<file path="src/rtl/hc_dff_bank_if.sv">
// Pin-side bundle of the flip-flop bank: pin clocks, data, preset/clear and outputs.
interface hc_dff_bank_if #(
  parameter int CHANNELS = 2,
  parameter int WIDTH    = 1
);
  logic [CHANNELS-1:0]       cp;
  logic [CHANNELS*WIDTH-1:0] d;
  logic [CHANNELS-1:0]       set_n;
  logic [CHANNELS-1:0]       clr_n;
  logic [CHANNELS*WIDTH-1:0] q;
  logic [CHANNELS*WIDTH-1:0] q_n;
  logic [CHANNELS-1:0]       cap;

  modport master (output cp, d, set_n, clr_n, input q, q_n, cap);
  modport slave  (input cp, d, set_n, clr_n, output q, q_n, cap);
endinterface

</file>
<file path="src/rtl/hc_dff_bank.sv">
// Bank of 74HC74-style D flip-flops clocked by sampled, filtered pin clocks.
module hc_dff_bank #(
  parameter int CHANNELS    = 2,
  parameter int WIDTH       = 1,
  parameter int SYNC_STAGES = 0,
  parameter int FILTER      = 0,
  parameter int EDGE_POS    = 1
) (
  input  logic         clk,
  input  logic         rst_n,
  hc_dff_bank_if.slave bus
);
  localparam int CNT_W = 4;
  localparam int DW    = CHANNELS * WIDTH;
  // The level the filter rests at after reset equals the active edge's new level,
  // so a pin clock already sitting high (or low) cannot fake an edge on release.
  localparam logic ACT_LVL = (EDGE_POS != 0);

  logic [CHANNELS-1:0] cp_s;
  logic [CHANNELS-1:0] set_n_s;
  logic [CHANNELS-1:0] clr_n_s;
  logic [DW-1:0]       d_s;

  logic [DW-1:0]       q_vec;
  logic [DW-1:0]       q_n_vec;
  logic [CHANNELS-1:0] cap_vec;

  generate
    if (SYNC_STAGES == 0) begin : g_nosync
      assign cp_s    = bus.cp;
      assign set_n_s = bus.set_n;
      assign clr_n_s = bus.clr_n;
      assign d_s     = bus.d;
    end else begin : g_sync
      logic [CHANNELS-1:0] cp_sync_reg    [SYNC_STAGES];
      logic [CHANNELS-1:0] set_n_sync_reg [SYNC_STAGES];
      logic [CHANNELS-1:0] clr_n_sync_reg [SYNC_STAGES];
      logic [DW-1:0]       d_sync_reg     [SYNC_STAGES];

      // All four inputs share one chain depth so they stay cycle-aligned.
      always_ff @(posedge clk) begin
        if (!rst_n) begin
          for (int i = 0; i < SYNC_STAGES; i++) begin
            cp_sync_reg[i]    <= {CHANNELS{ACT_LVL}};
            set_n_sync_reg[i] <= '1;
            clr_n_sync_reg[i] <= '1;
            d_sync_reg[i]     <= '0;
          end
        end else begin
          cp_sync_reg[0]    <= bus.cp;
          set_n_sync_reg[0] <= bus.set_n;
          clr_n_sync_reg[0] <= bus.clr_n;
          d_sync_reg[0]     <= bus.d;
          for (int i = 1; i < SYNC_STAGES; i++) begin
            cp_sync_reg[i]    <= cp_sync_reg[i-1];
            set_n_sync_reg[i] <= set_n_sync_reg[i-1];
            clr_n_sync_reg[i] <= clr_n_sync_reg[i-1];
            d_sync_reg[i]     <= d_sync_reg[i-1];
          end
        end
      end

      assign cp_s    = cp_sync_reg[SYNC_STAGES-1];
      assign set_n_s = set_n_sync_reg[SYNC_STAGES-1];
      assign clr_n_s = clr_n_sync_reg[SYNC_STAGES-1];
      assign d_s     = d_sync_reg[SYNC_STAGES-1];
    end
  endgenerate

  genvar gi;
  generate
    for (gi = 0; gi < CHANNELS; gi++) begin : g_unit
      logic             filt_reg;
      logic [CNT_W-1:0] cnt_reg;
      logic [WIDTH-1:0] q_reg;
      logic             both_reg;
      logic             cap_reg;
      logic             cp_i;
      logic             set_i;
      logic             clr_i;
      logic [WIDTH-1:0] d_i;
      logic             edge_det;

      assign cp_i  = cp_s[gi];
      assign set_i = ~set_n_s[gi];
      assign clr_i = ~clr_n_s[gi];
      assign d_i   = d_s[gi*WIDTH +: WIDTH];

      // Edge fires on the sample that makes the filtered level flip.
      assign edge_det = (cp_i != filt_reg) && (cnt_reg == CNT_W'(FILTER)) && (cp_i == ACT_LVL);

      always_ff @(posedge clk) begin
        if (!rst_n) begin
          filt_reg <= ACT_LVL;
          cnt_reg  <= '0;
          q_reg    <= '0;
          both_reg <= 1'b0;
          cap_reg  <= 1'b0;
        end else begin
          // The filter keeps running under set/clear so a masked edge is consumed.
          if (cp_i == filt_reg) begin
            cnt_reg <= '0;
          end else if (cnt_reg == CNT_W'(FILTER)) begin
            filt_reg <= cp_i;
            cnt_reg  <= '0;
          end else begin
            cnt_reg <= cnt_reg + CNT_W'(1);
          end

          cap_reg  <= 1'b0;
          both_reg <= set_i && clr_i;
          if (set_i && clr_i) begin
            q_reg <= '1;
          end else if (clr_i) begin
            q_reg <= '0;
          end else if (set_i) begin
            q_reg <= '1;
          end else if (edge_det) begin
            q_reg   <= d_i;
            cap_reg <= 1'b1;
          end
        end
      end

      assign q_vec[gi*WIDTH +: WIDTH]   = q_reg;
      assign q_n_vec[gi*WIDTH +: WIDTH] = both_reg ? {WIDTH{1'b1}} : ~q_reg;
      assign cap_vec[gi]                = cap_reg;
    end
  endgenerate

  assign bus.q   = q_vec;
  assign bus.q_n = q_n_vec;
  assign bus.cap = cap_vec;
endmodule

</file>
<file path="src/flat_wrapper.sv">
// flat-port wrapper written by rule: the top's interface ports become plain ports
module hc_dff_bank_flat 
#(
  parameter int CHANNELS    = 2,
  parameter int WIDTH       = 1,
  parameter int SYNC_STAGES = 0,
  parameter int FILTER      = 0,
  parameter int EDGE_POS    = 1
)
  (clk, rst_n, bus_cp, bus_d, bus_set_n, bus_clr_n, bus_q, bus_q_n, bus_cap);
  hc_dff_bank_if #(.CHANNELS(CHANNELS), .WIDTH(WIDTH)) bus_i ();
  input  logic clk;
  input  logic rst_n;
  input wire logic [$bits(bus_i.cp)-1:0] bus_cp;
  input wire logic [$bits(bus_i.d)-1:0] bus_d;
  input wire logic [$bits(bus_i.set_n)-1:0] bus_set_n;
  input wire logic [$bits(bus_i.clr_n)-1:0] bus_clr_n;
  output wire logic [$bits(bus_i.q)-1:0] bus_q;
  output wire logic [$bits(bus_i.q_n)-1:0] bus_q_n;
  output wire logic [$bits(bus_i.cap)-1:0] bus_cap;
  assign bus_i.cp = bus_cp;
  assign bus_i.d = bus_d;
  assign bus_i.set_n = bus_set_n;
  assign bus_i.clr_n = bus_clr_n;
  assign bus_q = bus_i.q;
  assign bus_q_n = bus_i.q_n;
  assign bus_cap = bus_i.cap;
  hc_dff_bank #(.CHANNELS(CHANNELS), .WIDTH(WIDTH), .SYNC_STAGES(SYNC_STAGES), .FILTER(FILTER), .EDGE_POS(EDGE_POS)) u_core (.clk(clk), .rst_n(rst_n), .bus(bus_i));
endmodule
</file>
<file path="config.mk">
export PLATFORM = sky130hd
export DESIGN_NAME = hc_dff_bank_flat
export DESIGN_NICKNAME = d
export VERILOG_FILES = /design/src/rtl/hc_dff_bank_if.sv /design/src/rtl/hc_dff_bank.sv /design/src/flat_wrapper.sv
export SDC_FILE = /design/constraint.sdc
export NUM_CORES = 1
export LEC_CHECK = 0
export BUFFER_PORTS_ARGS = -buffer_cell sky130_fd_sc_hd__buf_2
export CORE_MARGIN = 3
export CORE_UTILIZATION = 45
export CTS_CLUSTER_SIZE = 28
export DETAILED_ROUTE_END_ITERATION = 8
export GPL_ROUTABILITY_DRIVEN = 0
export GPL_TIMING_DRIVEN = 0
export PLACE_DENSITY_LB_ADDON = 0.15
export SETUP_SLACK_MARGIN = 0.05
export SLEW_MARGIN = 20
export SYNTH_ARGS = -nofsm -noshare
export SYNTH_HDL_FRONTEND = slang
export SYNTH_SLANG_ARGS = --single-unit
</file>
<file path="constraint.sdc">
create_clock -name clk -period 1.2 [get_ports clk]
set_input_delay 0.24 -clock clk [delete_from_list [all_inputs] [get_ports clk]]
set_output_delay 0.24 -clock clk [all_outputs]
set_load 0.02 [all_outputs]
</file>
==> results by group <==
Logic synthesis
  • Post-synthesis cell area: about 720 µm²
  • Synth Area in Adders: between 6 and 7%
  • Simple-Gate Fraction of Synth Area: a little over a quarter
  • Largest family of logic cells by synthesized area: simple AND/OR/NAND/NOR gates
  • Synth Instances: between 70 and 80
  • Asr flop ratio synth: 0%
  • Synth warnings: 0
  • Avg Synthesized Cell Area: roughly 9.5 µm²
  • Largest cells by area after synthesis: dfxtp_1, ha_1, nor2_1
  • Top-count cell post-synth: dfxtp_1
  • Synth Area in Compound Gates: around 3.6%
  • Xor/xnor cell area share of the yosys netlist: 7.27%
  • Net Count, Synth: 90
  • EDFF count, synth: 0
  • Yosys reg bits: 16
  • Most common library cells after synthesis: dfxtp_1, nor2_1, inv_1, nand3_1
  • Area share of the largest cell type after synthesis: around 44%
  • Dominant synthesized flop cell: dfxtp_1
  • Synth cell types: 22
  • Seq/Total Area, Yosys: roughly 44%
  • Synth area leader: dfxtp_1
  • Mux contribution to synthesized area: 2.77%

Timing
  • Max-slew headroom: between 80% and 90%
  • Highest Clock Rate: between 800 and 900 MHz
  • Tmin final: between 1 and 1.5 ns
  • Clock Skew: ~0.00052 ns
  • Final period util: 102%
  • Setup TNS Final: -0.0296 ns
  • Hold Fails Final Rpt: 0
  • Measured slew at the worst slew-check pin: about 0.28 ns
  • Final setup fails: 2
  • Worst Setup Slack, final: -0.0235 ns
  • Unrepaired setup endpoints after global routing: true
  • Final slew viol count: 0

Layout
  • Max FFs per register: 8
  • Fill cells: approximately 120
  • Nets: between 100 and 150
  • Ant. Diodes: 0
  • Fraction of layout cells with a size suffix above 1: between 40 and 50%
  • Syn-to-layout area delta: 31.8%

Worst setup path
  • Crit end category: flop
  • Kind of critical path: reg -> reg
  • Crit path required time: around 1.4 ns
  • Crit Path Max Fanout: 5
  • Worst setup SP type: flop
  • Critical path data arrival time: between 1 and 1.5 ns

Hold path
  • HP Class: in -> reg

Floorplan
  • Initial Utilization: slightly above 50%
  • Die height: ~46 µm
  • Num rows: 13
  • Die ar.: between 2000 and 2500 µm²
  • Die X: 46.1 µm
  • IO Count: 16
  • Core area: 1400 µm²

Placement
  • Port-buffer cells: 15
  • Dpl ws: -0.0412 ns
  • HPWL after DPL: approximately 850 µm

Run
  • Max-Cap Viols: 0

Global routing
  • Initial antenna violation count: 0
  • Largest net degree at the start of global routing: 11
  • Vias in the first global route: ~450
  • First-pass GRT wire length: between 1500 and 2000 µm
  • GRT Util Overall: roughly an eighth
  • Global route total overflow: 0

Power and ir drop
  • VDD IR max: 0.000614 V
  • Pwr dens: 1050 nW/µm²
  • Leak pwr: 0.431 nW

Detailed routing
  • DRT Pass-1 Iters: 4
  • Post-Route WL: 1150 µm
  • Via/cell ratio: ~4.6
  • ANT nets after route: 0
  • Number of DRC markers in iteration 0: 1
  • Avg WL per Cell: 9.92 µm
  • DRC errors left: 0
  • Via Count: between 500 and 600

Clocking
  • Clock Tree Root: clkbuf_4
  • CTS Hold Bufs: 0
  • CTS max path bufs: 2
  • Htree depth: 1
  • Cts bufs inserted: 3
  • Worst-Skew Late Latency: approximately 0.28 ns
  • Clk slew on worst S/H paths: roughly 0.09 ns
  • Clk sinks: 16
  • CTS tree: done

Run status
  • Failing checks: setup timing
  • Status: finished, violations left
-- critical path, cell delays in order (launching register included) --
cell and delay (ns):
dfxtp_2 0.33, inv_2 0.06, ha_4 0.11, nor3b_4 0.27, a21oi_2 0.08, a311o_1 0.26
-- layout make-up --
| type | count | area [µm²] | share of cell area (%) |
|---|---|---|---|
| Multi-Input combinational cell | 49 | 384 | 40.3 |
| Sequential cell | 16 | 327 | 34.3 |
| Timing Repair Buffer | 21 | 126 | 13.3 |
| Buffer | 5 | 38.8 | 4.07 |
| Clock buffer | 4 | 36.3 | 3.81 |
| Inverter | 6 | 22.5 | 2.36 |
| Tap cell | 15 | 18.8 | 1.97 |
-- per-layer routing --
layer / global-route usage, % / vias to the layer above / routed length, µm
li1: - / 294 / -
met1: 14.7 / 226 / 515
met2: 18.7 / 11 / 559
met3: 7.03 / 0 / 75
met4: 5.11 / 0 / 0
met5: 0 / - / 0
-- final timing paths --
check                                                             from                                endpoint  slack (ns)  depth (start not counted)
worst max-delay path            u_core.g_unit[0].cnt_reg[1]$_SDFF_PP0_     u_core.g_unit[0].q_reg$_SDFFE_PN0P_       -0.02                          5
worst min register to register  u_core.g_unit[1].cnt_reg[0]$_SDFF_PP0_  u_core.g_unit[1].cnt_reg[0]$_SDFF_PP0_        0.52                          2
worst max register to register  u_core.g_unit[0].cnt_reg[1]$_SDFF_PP0_     u_core.g_unit[0].q_reg$_SDFFE_PN0P_       -0.02                          5
worst min-delay path                                      bus_clr_n[1]    u_core.g_unit[1].both_reg$_SDFF_PN0_        0.14                          2
-- layout by cell type, fill, tap and decap left out --
master    instances
ha_4              2
ha_1              2
xor2_1            4
o211ai_1          1
clkbuf_4          3
dfxtp_2           5
nor2_1           10
and3_1            2
nand3_2           1
nand2_1           3
nand3_1           5
nand2b_1          3
buf_4             9
dfxtp_1          11
and2_4            1
buf_2            15
a311o_1           1
clkbuf_8          1
buf_6             2
nand3b_1          2
nor2b_1           4
inv_1             2
and4_1            1
inv_2             4
a21oi_2           1
mux2i_1           2
nor3b_4           2
xnor2_1           2
-- stage by stage --
stage	cells	area [µm²]	util, %	hold slack (ns)	power, mW
after CTS	115	931	66.5	0.132	1.01
final	116	953	68.2	0.142	1.00
after global routing	116	953	68.2	0.127	1.05
after detailed placement	106	833	59.6	0.428	0.655
after floorplan	76	739	-	0.312	0.618
after global placement	106	833	59.6	0.422	0.652
-- kinds of logic after synthesis --
| kind of cell | count (synthesis) |
|---|---|
| adder cells (fa/ha/maj) | 4 |
| flip-flops | 16 |
| AND/OR/NAND/NOR | 34 |
| buffers and inverters | 11 |
| XOR/XNOR | 6 |
| AO/OA/AOI/OAI | 3 |
| multiplexers | 2 |
-- timing repair --
action	4_1_cts	5_1_grt
pin swaps	7	5
buffers inserted	5	1
setup endpoints to repair	15	16
resized for setup	8	4
-- where the power goes --
part	switching [mW]	total, mW	internal [mW]
Clock	0.169	0.354	0.185
Sequential	0.00853	0.552	0.544
Combinational	0.0479	0.0983	0.0504
No activity file was read; power rests on OpenSTA's default activity.
